--- src/rtl/demux_dff_if.sv ---
// Handshake bundle for demux_dff: one valid/ready input stream, two registered
// valid/ready outputs with per-output beat counters, plus the synchronous flush.
interface demux_dff_if #(
    parameter int unsigned data_width = 24,
    parameter int unsigned cnt_width  = 16
);
    logic                  clear;
    logic [data_width-1:0] in_data;
    logic                  in_valid;
    logic                  in_ready;
    logic                  sel;
    logic [data_width-1:0] out0_data;
    logic                  out0_valid;
    logic                  out0_ready;
    logic [data_width-1:0] out1_data;
    logic                  out1_valid;
    logic                  out1_ready;
    logic [cnt_width-1:0]  out0_cnt;
    logic [cnt_width-1:0]  out1_cnt;

    modport master (
        output clear, in_data, in_valid, sel, out0_ready, out1_ready,
        input  in_ready, out0_data, out0_valid, out1_data, out1_valid, out0_cnt, out1_cnt
    );

    modport slave (
        input  clear, in_data, in_valid, sel, out0_ready, out1_ready,
        output in_ready, out0_data, out0_valid, out1_data, out1_valid, out0_cnt, out1_cnt
    );
endinterface

--- src/rtl/demux_dff.sv ---
// Registered 1-to-2 demultiplexer with single-entry output slots and per-output
// beat counters. Define DEMUX_DFF_PINGPONG_EN to steer by an alternating pointer.
module demux_dff #(
    parameter int unsigned data_width = 24,
    parameter int unsigned cnt_width  = 16
) (
    input logic       clk,
    input logic       rst_n,
    demux_dff_if.slave bus
);
    logic [data_width-1:0] out0_data_q, out1_data_q;
    logic                  out0_valid_q, out1_valid_q;
    logic                  out0_valid_d, out1_valid_d;
    logic [cnt_width-1:0]  out0_cnt_q, out1_cnt_q;

    logic dest;
    logic can0, can1;
    logic accept, load0, load1;
    logic drain0, drain1;

`ifdef DEMUX_DFF_PINGPONG_EN
    logic ptr_q;
    assign dest = ptr_q;
`else
    assign dest = bus.sel;
`endif

    // A slot may take a new beat when empty or when its current beat leaves this cycle.
    assign can0   = !out0_valid_q || bus.out0_ready;
    assign can1   = !out1_valid_q || bus.out1_ready;
    assign accept = bus.in_valid && bus.in_ready;
    assign load0  = accept && !dest;
    assign load1  = accept && dest;
    assign drain0 = out0_valid_q && bus.out0_ready;
    assign drain1 = out1_valid_q && bus.out1_ready;

    assign bus.in_ready = !bus.clear && (dest ? can1 : can0);

    always_comb begin
        out0_valid_d = out0_valid_q;
        out1_valid_d = out1_valid_q;
        if (drain0) out0_valid_d = 1'b0;
        if (drain1) out1_valid_d = 1'b0;
        if (load0)  out0_valid_d = 1'b1;
        if (load1)  out1_valid_d = 1'b1;
        if (bus.clear) begin
            out0_valid_d = 1'b0;
            out1_valid_d = 1'b0;
        end
    end

    always_ff @(posedge clk or negedge rst_n) begin
        if (!rst_n) begin
            out0_data_q  <= '0;
            out1_data_q  <= '0;
            out0_valid_q <= 1'b0;
            out1_valid_q <= 1'b0;
            out0_cnt_q   <= '0;
            out1_cnt_q   <= '0;
        end else begin
            if (load0) out0_data_q <= bus.in_data;
            if (load1) out1_data_q <= bus.in_data;
            out0_valid_q <= out0_valid_d;
            out1_valid_q <= out1_valid_d;
            // Drains count even during clear; counters wrap freely.
            if (drain0) out0_cnt_q <= out0_cnt_q + cnt_width'(1);
            if (drain1) out1_cnt_q <= out1_cnt_q + cnt_width'(1);
        end
    end

`ifdef DEMUX_DFF_PINGPONG_EN
    always_ff @(posedge clk or negedge rst_n) begin
        if (!rst_n) begin
            ptr_q <= 1'b0;
        end else if (bus.clear) begin
            ptr_q <= 1'b0;
        end else if (accept) begin
            ptr_q <= !ptr_q;
        end
    end
`endif

    assign bus.out0_data  = out0_data_q;
    assign bus.out1_data  = out1_data_q;
    assign bus.out0_valid = out0_valid_q;
    assign bus.out1_valid = out1_valid_q;
    assign bus.out0_cnt   = out0_cnt_q;
    assign bus.out1_cnt   = out1_cnt_q;
endmodule
--- src/flat_wrapper.sv ---
// flat-port wrapper written by rule: the top's interface ports become plain ports
module demux_dff_flat 
#(
    parameter int unsigned data_width = 24,
    parameter int unsigned cnt_width  = 16
)
  (clk, rst_n, bus_clear, bus_in_data, bus_in_valid, bus_sel, bus_out0_ready, bus_out1_ready, bus_in_ready, bus_out0_data, bus_out0_valid, bus_out1_data, bus_out1_valid, bus_out0_cnt, bus_out1_cnt);
  demux_dff_if #(.data_width(data_width), .cnt_width(cnt_width)) bus_i ();
  input logic clk;
  input logic rst_n;
  input wire logic [$bits(bus_i.clear)-1:0] bus_clear;
  input wire logic [$bits(bus_i.in_data)-1:0] bus_in_data;
  input wire logic [$bits(bus_i.in_valid)-1:0] bus_in_valid;
  input wire logic [$bits(bus_i.sel)-1:0] bus_sel;
  input wire logic [$bits(bus_i.out0_ready)-1:0] bus_out0_ready;
  input wire logic [$bits(bus_i.out1_ready)-1:0] bus_out1_ready;
  output wire logic [$bits(bus_i.in_ready)-1:0] bus_in_ready;
  output wire logic [$bits(bus_i.out0_data)-1:0] bus_out0_data;
  output wire logic [$bits(bus_i.out0_valid)-1:0] bus_out0_valid;
  output wire logic [$bits(bus_i.out1_data)-1:0] bus_out1_data;
  output wire logic [$bits(bus_i.out1_valid)-1:0] bus_out1_valid;
  output wire logic [$bits(bus_i.out0_cnt)-1:0] bus_out0_cnt;
  output wire logic [$bits(bus_i.out1_cnt)-1:0] bus_out1_cnt;
  assign bus_i.clear = bus_clear;
  assign bus_i.in_data = bus_in_data;
  assign bus_i.in_valid = bus_in_valid;
  assign bus_i.sel = bus_sel;
  assign bus_i.out0_ready = bus_out0_ready;
  assign bus_i.out1_ready = bus_out1_ready;
  assign bus_in_ready = bus_i.in_ready;
  assign bus_out0_data = bus_i.out0_data;
  assign bus_out0_valid = bus_i.out0_valid;
  assign bus_out1_data = bus_i.out1_data;
  assign bus_out1_valid = bus_i.out1_valid;
  assign bus_out0_cnt = bus_i.out0_cnt;
  assign bus_out1_cnt = bus_i.out1_cnt;
  demux_dff #(.data_width(data_width), .cnt_width(cnt_width)) u_core (.clk(clk), .rst_n(rst_n), .bus(bus_i));
endmodule
--- config.mk ---
export PLATFORM = sky130hd
export DESIGN_NAME = demux_dff_flat
export DESIGN_NICKNAME = d
export VERILOG_FILES = /design/src/rtl/demux_dff_if.sv /design/src/rtl/demux_dff.sv /design/src/flat_wrapper.sv
export SDC_FILE = /design/constraint.sdc
export NUM_CORES = 1
export LEC_CHECK = 0
export CAP_MARGIN = 20
export CORE_ASPECT_RATIO = 1.75
export CORE_MARGIN = 2
export CORE_UTILIZATION = 49
export CTS_CLUSTER_SIZE = 8
export DETAILED_ROUTE_END_ITERATION = 8
export PLACE_DENSITY = 0.85
export SLEW_MARGIN = 5
export SYNTH_ARGS = -nofsm -noshare
export SYNTH_HDL_FRONTEND = slang
export SYNTH_SLANG_ARGS = --single-unit
--- constraint.sdc ---
create_clock -name clk -period 3.51 [get_ports clk]
set_input_delay 0.351 -clock clk [delete_from_list [all_inputs] [get_ports clk]]
set_output_delay 0.351 -clock clk [all_outputs]
set_load 0.01 [all_outputs]
==> results of run 1 <==
==> synthesized netlist by cell type <==
| cell type | n |
|---|---|
| nand3_2 | 1 |
| nor2_1 | 9 |
| nand2b_1 | 2 |
| nand3b_2 | 1 |
| nand4_1 | 8 |
| o21bai_1 | 1 |
| mux2i_1 | 1 |
| nand3_1 | 10 |
| nand4_2 | 1 |
| and2_1 | 2 |
| nor4_4 | 1 |
| nor3_1 | 4 |
| inv_1 | 1 |
| and2_2 | 1 |
| mux2_4 | 19 |
| buf_6 | 1 |
| or2_2 | 1 |
| buf_12 | 2 |
| o21ai_0 | 1 |
| buf_2 | 2 |
| mux2_2 | 31 |
| xor2_1 | 7 |
| xnor2_1 | 23 |
| nor2b_2 | 1 |
| nand2_1 | 12 |
| ha_1 | 2 |
| dfrtp_1 | 82 |
| and3_1 | 4 |
==> cell families (layout without fill, tap and decap cells) <==
| family | count (synthesis) | count (layout) | share of synthesized area |
|---|---|---|---|
| AOI/OAI and AO/OA | 2 | 2 | 0.00369 |
| xor gates and xnor gates | 30 | 30 | 0.0775 |
| adders and majority gates | 2 | 2 | 0.00738 |
| buffers and inverters | 6 | 133 | 0.0192 |
| DFF | 82 | 82 | 0.606 |
| muxes | 51 | 51 | 0.190 |
| and+or+nand+nor | 58 | 58 | 0.0964 |
==> placed cells by master, fill, tap and decap left out, types with 2 or more instances in the layout <==
cell type and instances:
and2_1 2, clkbuf_1 3, xor2_1 7, nand2_1 12, dfrtp_1 82, mux2_4 19
clkbuf_16 9, nand4_1 8, xnor2_1 23, clkbuf_8 2, and3_1 4, nand2b_1 2
nor3_1 4, buf_4 2, mux2_2 31, clkdlybuf4s50_1 112, nor2_1 9, nand3_1 10
ha_1 2
==> layout make-up <==
type,instances,area share
multi-input cells,143,0.259
repair buffers,116,0.239
well taps,84,0.0214
flip-flops and latches,82,0.418
clock buffers,14,0.0538
clock inverters,2,0.00714
inverters,1,0.000765
==> layer usage <==
layer	track usage	up-vias	wire length, um	part of all wire
met3	0.0671	16	397	0.053
met1	0.254	1125	2840	0.38
met5	0	-	0	0
met2	0.347	78	4100	0.54
met4	0.105	0	193	0.026
li1	-	1043	-	-
==> state kept, by name, summed over array words and instances, names as in the netlist <==
name and cells:
u_core.bus.out1_valid 1, u_core.bus.out0_cnt 16, u_core.bus.out0_valid 1, u_core.bus.out1_data 24, u_core.bus.out0_data 24, u_core.bus.out1_cnt 16
==> per-stage QoR <==
step                setup WS, ns  cell area (um2)  cells
global route                1.30             4900    442
detailed placement          1.28             4570    424
CTS                         1.36             4870    440
floorplan                   2.03             3390    231
finish                      1.36             4900    442
global placement            1.35             4570    424
==> worst reg2reg max path: stages, from the launching register on <==
cell and delay (ns):
dfrtp_1 0.42, nand2b_1 0.15, nand3b_2 0.53, mux2_2 0.51
==> worst max-delay path by stage <==
stage                                           to  depth (start not counted)  slack [ns]
after CTS                             bus_in_ready                          5        1.36
after floorplan            u_core.bus.out1_cnt[12]                          5        2.03
after global placement     u_core.bus.out0_data[4]                          4        1.35
final                                 bus_in_ready                          5        1.36
after detailed placement  u_core.bus.out0_data[17]                          4        1.28
after global routing                  bus_in_ready                          5        1.30
==> report_power, final <==
part           total (mW)  internal (mW)  switching, mW
combinational       0.715          0.457          0.257
sequential           1.24           1.11          0.133
clock               0.933          0.589          0.344
==> impl_metrics.csv, run 1 <==
group,metric,value,unit
timing,setup_viol,0,
global_route,grt_pass1_wl,12000,um
timing,finalCritPeriodShare,0.611,
timing,finalSetupTns,0,ns
clock_tree,clkTransAtPathRegs,0.05,ns
power,p_per_area,589,nW/um2
synthesis,synth-seq-cells,82,
die,io_pins,114,
timing,hold_violations,0,
detailed_routing,drtIter0Drc,154,
clock_tree,cts_sinks,82,
detailed_routing,viasPerCell,5.12,
placed_design,dp_hpwl,5350,um
clock_tree,cts_tree,"yes",
synthesis,synth_cell_types,28,
die,die-area,7620,um2
layout,antennaDiodeCount,0,
clock_tree,clockBufferDepth,2,
timing,whs,0.428,ns
clock_tree,hold_buffers,0,
global_route,grt_max_degree,83,
synthesis,syn-mean-instance-area,14.7,um2
die,die_h,114,um
global_route,grt_overflow_total,0,
critical_path,path_class,"in2out",
critical_path,arrival,1.80,ns
timing,rsz0062_at_grt,"false",
critical_path,cp-end-kind,"output port",
detailed_routing,num_vias,2262,
clock_tree,cts_resized,0,
power,irDropWorstVdd,0.444,mV
synthesis,synth_area,3390,um2
power,p_leak,2.13,nW
critical_path,cp_max_fo,4,
layout,drive_gt1_frac,0.204,
timing,max_freq,466,MHz
global_route,grt_pass1_vias,2356,
critical_path,r2r_cells,3,
synthesis,synthTopCellsByArea,"dfrtp_1 (61%), mux2_2 (10%), mux2_4 (8.4%)",
detailed_routing,drc,0,
global_route,grt_util_all_layers,0.214,
synthesis,ys.warnings.count,0,
synthesis,synth_nets,264,
synthesis,synth.top_cell.area_share,0.606,
critical_path,slowest_stage,"clkdlybuf4s50_1",
critical_path,path_cells,"clkdlybuf4s50_1 -> nand2b_1 -> mux2i_1 -> nor2_1 -> clkdlybuf4s50_1",
job,maxCapViolCount,0,
detailed_routing,wl_per_cell,17.0,um
timing,slew_headroom,0.532,
timing,slew_viol_final,0,
clock_tree,htreeDepth,3,
placed_design,numPortBuffers,113,
critical_path,cp_slowest_stage_delay,0.54,ns
clock_tree,cts_buffers,9,
placed_design,place_congestion,0.785,
timing,min_period,2.15,ns
clock_tree,postCtsSetupBuffers,0,
die,initial_core_util,0.498,
critical_path,crit_family,"buffers and inverters",
layout,multi_input_area,1270,um2
die,rows,40,
layout,nets,386,
die,core_area,6810,um2
run_status,status,"finished clean",
critical_path,rrSetupSlack,1.78,ns
critical_path,worstPathRequired,3.16,ns
synthesis,synthCells,231,
power,finalPower,2.89,mW
detailed_routing,dr.pass1.iters,4,
detailed_routing,drt_wl_total,7530,um
synthesis,ys_seq_area_frac,0.606,
critical_path,worstReg2RegEnd,"u_core.bus.out0_data[5]",
layout,fillers,506,
critical_path,crit_buf_inv,2,
timing,fin_skew,0.00469,ns
die,die_x,66.9,um
clock_tree,insertion_delay,0.33,ns
layout,area_growth,44.8,%
critical_path,start_kind,"input port",
timing,worst_slew_pin_slew,0.698,ns
critical_path,crit_start,"bus_out1_ready",
clock_tree,cts_root_buf,"clkbuf_16",
layout,final_util,0.721,
critical_path,r2r-start,"u_core.bus.out0_valid",
synthesis,synth_top_cell_by_area,"dfrtp_1",
global_route,antenna_found_initial,0,
layout,area.sequential,2050,um2
detailed_routing,ant_nets,0,
min_path,hp-class,"in2async",
critical_path,crit_top_cell,"clkdlybuf4s50_1",
(Power assumes the default switching activity.)
==> inputs of run 2 (changes only) <==
CORE_UTILIZATION = 45   (was 49)
PLACE_DENSITY = 0.79   (was 0.85)
clock period = 2 ns   (was 3.51 ns; I/O delays follow)
==> impl_metrics.csv, run 2 (synthesis results as in run 1) <==
group,metric,value,unit
global_route,grt_pass1_vias,2443,
clock_tree,cts_tree,"yes",
critical_path,worstReg2RegEnd,"u_core.bus.out1_cnt[12]",
job,maxCapViolCount,0,
layout,finish.instance_area,4910,um2
global_route,grt_overflow_total,0,
critical_path,cp-end-kind,"output port",
die,die_x,69.6,um
layout,most-common-layout-cells,"clkdlybuf4s50_1 (112), dfrtp_1 (82), mux2_2 (31)",
global_route,gr-usage-met2,0.320,
die,io_pins,114,
timing,finalCritPeriodShare,0.919,
clock_tree,clkTransAtPathRegs,0.05,ns
layout,final_common_cell,"clkdlybuf4s50_1",
die,die-area,8270,um2
timing,setup_viol,0,
detailed_routing,viasPerCell,5.04,
power,p_leak,2.13,nW
die,core_area,7230,um2
detailed_routing,drc,0,
layout,antennaDiodeCount,0,
clock_tree,clockBufferDepth,2,
detailed_routing,dr.pass1.iters,4,
critical_path,path_class,"in2out",
detailed_routing,num_vias,2242,
placed_design,place_area,4630,um2
power,irDropWorstVdd,0.653,mV
die,rows,41,
placed_design,numPortBuffers,113,
timing,worst_slew_pin_slew,0.488,ns
layout,layoutNonFillerInstCount,445,
clock_tree,cts_sinks,82,
clock_tree,htreeDepth,3,
timing,hold_violations,0,
layout,drive_gt1_frac,0.209,
global_route,top_usage_layer,"met2",
critical_path,arrival,1.64,ns
timing,fin_skew,0.00606,ns
layout,area_growth,45.0,%
placed_design,dp_cells,429,
critical_path,worstPathRequired,1.80,ns
clock_tree,cts_resized,0,
timing,finalSetupTns,0,ns
clock_tree,cts_root_buf,"clkbuf_16",
power,p_per_area,995,nW/um2
layout,nets,388,
global_route,met1_usage,0.201,
die,initial_core_util,0.468,
timing,slew_headroom,0.675,
critical_path,start_kind,"input port",
global_route,grt_max_degree,47,
timing,max_freq,544,MHz
global_route,grt_pass1_wl,11900,um
placed_design,dp_hpwl,5290,um
timing,slew_viol_final,0,
min_path,hp-class,"in2async",
clock_tree,hold_buffers,1,
global_route,antenna_found_initial,0,
critical_path,r2r_cells,5,
detailed_routing,drtIter0Drc,72,
detailed_routing,ant_nets,0,
die,die_h,119,um
clock_tree,cts_buffers,9,
global_route,use_met3,0.0563,
timing,rsz0062_at_grt,"false",
global_route,grt_util_all_layers,0.184,
run_status,status,"finished clean",
clock_tree,postCtsSetupBuffers,0,
detailed_routing,wl_per_cell,16.1,um
critical_path,cp_max_fo,4,
critical_path,rrSetupSlack,0.43,ns
timing,min_period,1.84,ns
critical_path,r2r-start,"u_core.bus.out1_cnt[0]",
detailed_routing,drt_wl_total,7170,um
clock_tree,insertion_delay,0.33,ns
placed_design,place_congestion,0.815,
[run 2: final cells by class]
class | count | area [um2]
inverter | 1 | 3.75
timing repair buffer | 118 | 1210
fill | 529 | 2320
sequential | 82 | 2050
clock buffer | 13 | 260
tap | 86 | 108
multi-input combinational | 143 | 1270
clock inverter | 2 | 12.5
[run 2: report_power, final]
part           internal (mW)  total, mW  switching (mW)
Clock                  0.899       1.49           0.591
Sequential              1.94       2.17           0.227
Combinational          0.803       1.23           0.428
[run 2: worst max path at each step]
stage                     slack, ns  cells past startpoint                       to                    from
after detailed placement       0.17                      5             bus_in_ready          bus_out0_ready
after global routing           0.07                      4             bus_in_ready   u_core.bus.out0_valid
final                          0.16                      5             bus_in_ready          bus_out0_ready
after floorplan                0.52                      5  u_core.bus.out1_cnt[12]  u_core.bus.out1_cnt[0]
after global placement         0.17                      5             bus_in_ready          bus_out0_ready
after CTS                      0.15                      4             bus_in_ready   u_core.bus.out0_valid
[run 2: worst max-delay path: stages]
cell	delay [ns]
clkdlybuf4s50_1	0.51
nand2b_1	0.19
mux2i_1	0.09
nor2_1	0.09
clkdlybuf4s50_1	0.56
[run 2: through the flow]
stage               total power, mW   util  hold WS, ns  setup slack [ns]
finish                         4.89  0.679        0.381             0.161
global route                   5.12  0.679        0.443            0.0699
CTS                            4.96  0.679        0.395             0.147
detailed placement             3.44  0.640        0.204             0.174
global placement               3.41  0.640        0.197             0.166
floorplan                      2.66      -      -0.0956             0.524
[run 2: metal layers]
layer,vias to the layer above,share of wire
met4,0,0.029
met2,72,0.54
met1,1115,0.37
met3,13,0.059
met5,-,0
li1,1042,-
